`src/rtl/spi_xfer_seq.sv`:
```
// Streaming front end for an SPI host core: programs divider/SS/TX/CTRL per request,
// waits for the completion interrupt, reads RX back and returns it on a response channel.
module spi_xfer_seq #(
  parameter int         SS_NB       = 8,
  parameter logic [7:0] ADDR_RX     = 8'h00,
  parameter logic [7:0] ADDR_TX     = 8'h00,
  parameter logic [7:0] ADDR_CTRL   = 8'h10,
  parameter logic [7:0] ADDR_DIV    = 8'h14,
  parameter logic [7:0] ADDR_SS     = 8'h18,
  parameter int         CTRL_GO_BIT = 8,
  parameter int         CTRL_IE_BIT = 12,
  parameter int         TIMEOUT     = 65535
) (
  input  logic             clk_i,
  input  logic             rst_i,
  input  logic             req_valid_i,
  output logic             req_ready_o,
  input  logic [31:0]      req_data_i,
  input  logic [6:0]       req_len_i,
  input  logic [SS_NB-1:0] req_ss_i,
  input  logic [15:0]      cfg_div_i,
  input  logic [15:0]      cfg_ctrl_i,
  output logic             rsp_valid_o,
  input  logic             rsp_ready_i,
  output logic [31:0]      rsp_data_o,
  output logic             rsp_err_o,
  output logic             busy_o,
  output logic [7:0]       core_addr_o,
  output logic [31:0]      core_wdata_o,
  output logic [3:0]       core_be_o,
  output logic             core_we_o,
  output logic             core_re_o,
  input  logic [31:0]      core_rdata_i,
  input  logic             core_intr_tx_i,
  input  logic             core_intr_rx_i
);

  localparam int CNT_W = (TIMEOUT > 2) ? $clog2(TIMEOUT) : 1;
  localparam logic [CNT_W-1:0] CNT_LAST = CNT_W'(TIMEOUT - 1);

  typedef enum logic [3:0] {
    S_IDLE, S_WR_DIV, S_WR_SS, S_WR_TX, S_WR_CTRL, S_WAIT,
    S_SETTLE1, S_SETTLE2, S_RD_RX, S_RD_CAP, S_RSP
  } state_t;

  state_t           state_r, next_s;
  logic [31:0]      data_r;
  logic [6:0]       len_r;
  logic [SS_NB-1:0] ss_r;
  logic [CNT_W-1:0] cnt_r;
  logic             intr_s, cnt_last_s;

  logic [15:0]      ctrl_s;
  logic [7:0]       addr_s;
  logic [31:0]      wdata_s;
  logic             we_s, re_s;

  logic             req_ready_r, rsp_valid_r, rsp_err_r, busy_r, we_r, re_r;
  logic [31:0]      rsp_data_r, wdata_r;
  logic [7:0]       addr_r;
  logic [3:0]       be_r;

  assign intr_s     = core_intr_tx_i | core_intr_rx_i;
  assign cnt_last_s = (cnt_r == CNT_LAST);

  // Next-state logic
  always_comb begin
    next_s = state_r;
    case (state_r)
      S_IDLE:    if (req_valid_i) next_s = S_WR_DIV; else next_s = S_IDLE;
      S_WR_DIV:  next_s = S_WR_SS;
      S_WR_SS:   next_s = S_WR_TX;
      S_WR_TX:   next_s = S_WR_CTRL;
      S_WR_CTRL: next_s = S_WAIT;
      S_WAIT: begin
        // an interrupt on the last count still wins over the timeout
        if (intr_s)          next_s = S_SETTLE1;
        else if (cnt_last_s) next_s = S_RSP;
        else                 next_s = S_WAIT;
      end
      S_SETTLE1: next_s = S_SETTLE2;
      S_SETTLE2: next_s = S_RD_RX;
      S_RD_RX:   next_s = S_RD_CAP;
      S_RD_CAP:  next_s = S_RSP;
      S_RSP:     if (rsp_ready_i) next_s = S_IDLE; else next_s = S_RSP;
      default:   next_s = S_IDLE;
    endcase
  end

  // Core bus decode of the state being entered
  always_comb begin
    ctrl_s              = cfg_ctrl_i;
    ctrl_s[6:0]         = len_r;
    ctrl_s[CTRL_GO_BIT] = 1'b1;
    ctrl_s[CTRL_IE_BIT] = 1'b1;
    addr_s  = 8'h00;
    wdata_s = 32'h0000_0000;
    we_s    = 1'b0;
    re_s    = 1'b0;
    case (next_s)
      S_WR_DIV:  begin we_s = 1'b1; addr_s = ADDR_DIV;  wdata_s = {16'h0000, cfg_div_i}; end
      S_WR_SS:   begin we_s = 1'b1; addr_s = ADDR_SS;   wdata_s = 32'(ss_r); end
      S_WR_TX:   begin we_s = 1'b1; addr_s = ADDR_TX;   wdata_s = data_r; end
      S_WR_CTRL: begin we_s = 1'b1; addr_s = ADDR_CTRL; wdata_s = {16'h0000, ctrl_s}; end
      S_RD_RX:   begin re_s = 1'b1; addr_s = ADDR_RX; end
      default:   begin we_s = 1'b0; re_s = 1'b0; end
    endcase
  end

  // State, request latch, timeout counter and registered outputs
  always_ff @(posedge clk_i or posedge rst_i) begin
    if (rst_i) begin
      state_r     <= S_IDLE;
      data_r      <= 32'h0000_0000;
      len_r       <= 7'd0;
      ss_r        <= '0;
      cnt_r       <= '0;
      req_ready_r <= 1'b1;
      rsp_valid_r <= 1'b0;
      rsp_data_r  <= 32'h0000_0000;
      rsp_err_r   <= 1'b0;
      busy_r      <= 1'b0;
      addr_r      <= 8'h00;
      wdata_r     <= 32'h0000_0000;
      be_r        <= 4'h0;
      we_r        <= 1'b0;
      re_r        <= 1'b0;
    end else begin
      state_r <= next_s;
      if (state_r == S_IDLE && req_valid_i) begin
        data_r <= req_data_i;
        len_r  <= req_len_i;
        ss_r   <= req_ss_i;
      end
      if (state_r == S_WAIT) cnt_r <= cnt_r + CNT_W'(1);
      else                   cnt_r <= '0;
      req_ready_r <= (next_s == S_IDLE);
      busy_r      <= (next_s != S_IDLE);
      rsp_valid_r <= (next_s == S_RSP);
      addr_r      <= addr_s;
      wdata_r     <= wdata_s;
      we_r        <= we_s;
      re_r        <= re_s;
      be_r        <= (we_s | re_s) ? 4'hF : 4'h0;
      if (state_r == S_RD_CAP) begin
        rsp_data_r <= core_rdata_i;
        rsp_err_r  <= 1'b0;
      end else if (state_r == S_WAIT && next_s == S_RSP) begin
        rsp_data_r <= 32'h0000_0000;
        rsp_err_r  <= 1'b1;
      end
    end
  end

  assign req_ready_o  = req_ready_r;
  assign rsp_valid_o  = rsp_valid_r;
  assign rsp_data_o   = rsp_data_r;
  assign rsp_err_o    = rsp_err_r;
  assign busy_o       = busy_r;
  assign core_addr_o  = addr_r;
  assign core_wdata_o = wdata_r;
  assign core_be_o    = be_r;
  assign core_we_o    = we_r;
  assign core_re_o    = re_r;

endmodule

```
`config.mk`:
```
export PLATFORM = sky130hd
export DESIGN_NAME = spi_xfer_seq
export DESIGN_NICKNAME = d
export VERILOG_FILES = /design/src/rtl/spi_xfer_seq.sv
export SDC_FILE = /design/constraint.sdc
export NUM_CORES = 1
export LEC_CHECK = 0
export ABC_AREA = 0
export BUFFER_PORTS_ARGS = -buffer_cell sky130_fd_sc_hd__clkbuf_2
export CAP_MARGIN = 20
export CORE_MARGIN = 8
export CORE_UTILIZATION = 40
export CTS_CLUSTER_SIZE = 30
export DETAILED_ROUTE_END_ITERATION = 8
export GPL_ROUTABILITY_DRIVEN = 0
export MAX_ROUTING_LAYER = met4
export PLACE_DENSITY = 0.66
export SLEW_MARGIN = 20
export SYNTH_ARGS = -nofsm -noshare
export SYNTH_HDL_FRONTEND = slang
export SYNTH_SLANG_ARGS = --single-unit
```
`constraint.sdc`:
```
create_clock -name clk_i -period 4.8 [get_ports clk_i]
set_clock_uncertainty 0.15 [all_clocks]
set_input_delay 0.48 -clock clk_i [delete_from_list [all_inputs] [get_ports clk_i]]
set_output_delay 0.48 -clock clk_i [all_outputs]
set_load 0.01 [all_outputs]
```
# Yosys cells after proc, flatten, opt, wreduce, memory -nomap -nowiden
# Cells that the tools add are included.
# op_classes
n_eq_ne,17
n_reduce_logical,7
n_bitwise,2
mux,15
n_addsub,1
# op_table
cell,count
one-hot mux 32 bit (4 select lines),1
two-way mux 32 bit,2
one-hot mux 4 bit (11 select lines),1
"equality test 4 x 3 -> 1 bit, second input constant",5
"equality test 4 bit, second input constant",5
"adder 16 x 1 -> 16 bit, second input constant",1
"equality test 16 bit, second input constant",1
"equality test 4 x 2 -> 1 bit, second input constant",4
two-way mux 16 bit,1
two-way mux 4 bit,4
one-hot mux 5 bit (3 select lines),1
"equality test 4 x 1 -> 1 bit, second input constant",2
zero test 4 bit,2
two-way mux 1 bit,5
nonzero test 4 bit,1
OR reduction 4 bit,1
logical AND 1 bit,2
OR 1 bit,2
nonzero test 2 bit,1
# totals
in_bits,117
output_inout_bits,82
register_bits,149
wordCells,57

# Depth between registers and ports, before layout
# logic_depth
word_depth,9
mapped_depth,8
depth_no_buf,6

# Least setup slack after synthesis
# OpenSTA, ideal clock, no wires.
# synth_path
kind,register to register
from,register state_r[0]
to,register len_r[0]
t_arrival_ps,1651
setup_time_ps,127
synth_period_minus_slack_ps,1928
stages_incl_launch_ff,6
path_buffers,2
required_time_ps,4523
path_slack_ps,2872
path_cell_list,dfrtp_1 or4_4 nor2_4 buf_6 buf_6 mux2_1
# synth_between
elab_chain_cells,2
# synth_rtl
item,line,text
"start, declared",46,"state_t state_r, next_s;"
"start signal, assigned",129,state_r <= next_s;
zero test 4 bit,130,if (state_r == S_IDLE && req_valid_i) begin
logical AND 1 bit,130,
"end signal, assigned",132,len_r <= req_len_i;
"end, declared",48,logic [6:0] len_r;
# Every way passes these cells.
# A chain may end at the register's enable or synchronous reset.

# Worst setup path in the final report
# layout_path
from,register state_r[2]
to,register data_r[27]
# layout_between
elab_chain_cells,2
# layout_rtl
item,line,text
zero test 4 bit,130,
logical AND 1 bit,130,
"end signal, assigned",131,data_r <= req_data_i;
"end, declared",47,logic [31:0] data_r;
# Every way passes these cells.

==> results.tsv <==
metric	value	unit
EDFF count, synth	0	
Via density	4.91	
CTS Hold Bufs	0	
routed vias	4212	
die area	18700	um2
Synth Warn #	0	
Worst R2R Setup Slack	1.94	ns
most frequent cells in the layout	184 x clkbuf_2, 140 x dfrtp_1, 88 x nand2_1	
initial DRC count	159	
Worst setup SP type	flip-flop	
Worst Setup End Kind	flip-flop	
commonest non-fill, non-tap cell in the layout	clkbuf_2	
Die X-Extent	137	um
share of power burned in registers	0.429	
status	finished clean	
post-route ant nets	0	
Bufs on Longest Clock Path	2	
Clock power frac	0.287	
initial antenna violation count	0	
total gr overflow	0	
layout cells sized above 1	0.409	
Combinational Power Share	0.284	
Syn Std Cell Area	5830	um2
Power Internal	3050	uW
most frequently used flop master after synthesis	dfrtp_1	
PD cells	600	nW/um2
Final Power	4440	uW
Routed WL	13.7	mm
WP data required	4.95	ns
Period minus WS final	2.86	ns
Ports	199	
die height	137	um
vias in the first global route	4394	
Reg-to-Reg Start	state_r[2]	
Initial Util	0.406	
highest routed layer	met4	
clk sink count	141	
fmax	349	MHz
first-pass GRT wire length	22.0	mm
RSZ-0062 raised after global routing	false	
Layout area overhead	26.6	%
Synth Area per Inst	12.1	um2
worst skew pair latency	0.41	ns
largest fanout on the critical path	36	
Slew @ Worst Pin	0.979	ns
std cell rows	44	
# port buffers	184	
largest net degree at the start of global routing	101	
max-slew violation count	0	
compound-gate portion of the synthesized area	0.0727	
Diodes inserted	0	
Final Cycle Share	0.596	
met1 wire length	5.68	mm
r2r worst-path depth	4	
All-Layer GR Usage	0.155	
largest family of logic cells by synthesized area	simple AND/OR/NAND/NOR gates	
setup_tns	0	ns
HP Class	primary input to async pin	
H-tree Lvls	4	
Clock transition at path regs	0.06	ns
Core Area	14400	um2
max-cap violations	0	
Fin. Hold Viols	0	
mux cell area share after synthesis	0.110	
Slew HR	0.346	
Simple-Gate Fraction of Synth Area	0.135	
DPL Wire Length	9.83	mm
root cell of the clock tree	clkbuf_16	
Yosys cell types	44	
Setup Viol. Count Final	0	
1st-pass router iterations	5	
register area share after synthesis	0.605	
switching share of power	0.311	
flops & latches, synth	141	
NetSw	1380	uW
Critical Path AT	3.01	ns
DRC errors left	0	
Synth async-reset ratio	1.00	
VDD IR max	252	uV
Crit Path Class	flip-flop to flip-flop	
area share of xor/xnor cells in the synthesized design	0.0180	
post-CTS setup buffers	0	
NumNets Final	780	
CTS tree	yes	
synthesized instance count	483	
DR WL met2	6.89	mm
Leak	0.00375	uW
Routed WL per cell	16.0	um
CTS Buf Count	17	
post-cts resize count	0	
Worst R2R End	data_r[27]	
Post-Synth Adder-Cell Area	0.00429	
Detail Route met3 WL	927	um
==> sequential cells by signal, summed over array words and instances, names as in the netlist, 3 cells and up <==
| name | flops |
|---|---|
| state_r | 4 |
| core_wdata_o | 32 |
| len_r | 7 |
| ss_r | 8 |
| cnt_r | 16 |
| rsp_data_o | 32 |
| core_addr_o | 3 |
| data_r | 32 |
==> stage by stage <==
step	worst slack, ns	hold slack, ns	utilization	instances	instance area (um2)
global route	1.82	0.115	0.514	858	7390
floorplan	0.390	0.299	-	487	5850
CTS	1.94	0.0950	0.514	858	7390
detailed placement	1.95	0.316	0.474	826	6810
global placement	2.01	0.307	0.474	826	6800
finish	1.94	0.111	0.514	858	7390
==> worst max-delay path, cell delays in order, from the launching register on <==
cell	delay [ns]
dfrtp_1	0.50
or4_4	0.62
nor2_4	0.76
buf_12	0.32
mux2_2	0.37
==> cells by family after synthesis <==
family | Yosys count
flops | 141
compound gates | 63
other cells | 1
mux | 47
xor+xnor | 12
simple gates | 168
fa+ha+maj | 2
buf+inv | 49
==> layout make-up <==
class	count	area [um2]
fill	1271	6980
sequential	141	3530
multi-input combinational	297	2020
timing repair buffer	189	971
clock buffer	19	433
tap	184	230
clock inverter	13	143
inverter	15	61.3
==> layer usage <==
layer  global-route usage  up-vias
met5                    -        -
li1                     -     1984
met2                0.244      128
met3               0.0532       15
met4               0.0537        0
met1                0.181     2085
==> synthesized netlist by cell type, types with 2 or more instances <==
library cell,instances,area share
mux2_4,30,0.077
o21ai_0,3,0.0026
mux2_2,14,0.027
nand3_1,5,0.0043
a31o_2,2,0.0030
o21a_1,2,0.0026
dfrtp_1,140,0.60
xnor2_1,11,0.017
nor2_1,24,0.015
buf_12,3,0.010
mux2_1,3,0.0058
a21oi_1,34,0.029
inv_1,15,0.0096
or4_1,2,0.0026
clkbuf_1,12,0.0077
nor3_1,8,0.0069
nand4_1,5,0.0054
buf_4,11,0.014
ha_1,2,0.0043
buf_2,3,0.0026
nand2_1,89,0.057
buf_6,5,0.0096
nand2b_1,6,0.0064
a222oi_1,14,0.024
nor4_1,3,0.0032
nor2b_1,3,0.0032
and2_1,16,0.017
a221o_1,2,0.0034
==> worst max-delay path by stage <==
stage	startpoint	end	cells past startpoint	slack [ns]
CTS	state_r[2]	data_r[27]	4	1.94
detailed placement	state_r[2]	data_r[30]	4	1.95
finish	state_r[2]	data_r[27]	4	1.94
global route	state_r[2]	data_r[28]	4	1.82
global placement	state_r[2]	data_r[29]	4	2.01
floorplan	rst_i	busy_o	1	0.39
==> power groups by stage <==
stage               clock [uW]  combinational [uW]  sequential, uW
floorplan                    0                 786            1950
global placement             0                1240            1890
detailed placement           0                1290            1920
CTS                       1310                1290            1900
global route              1360                1380            1960
finish                    1270                1260            1900
Note: power is estimated with default switching activity, not from simulation.
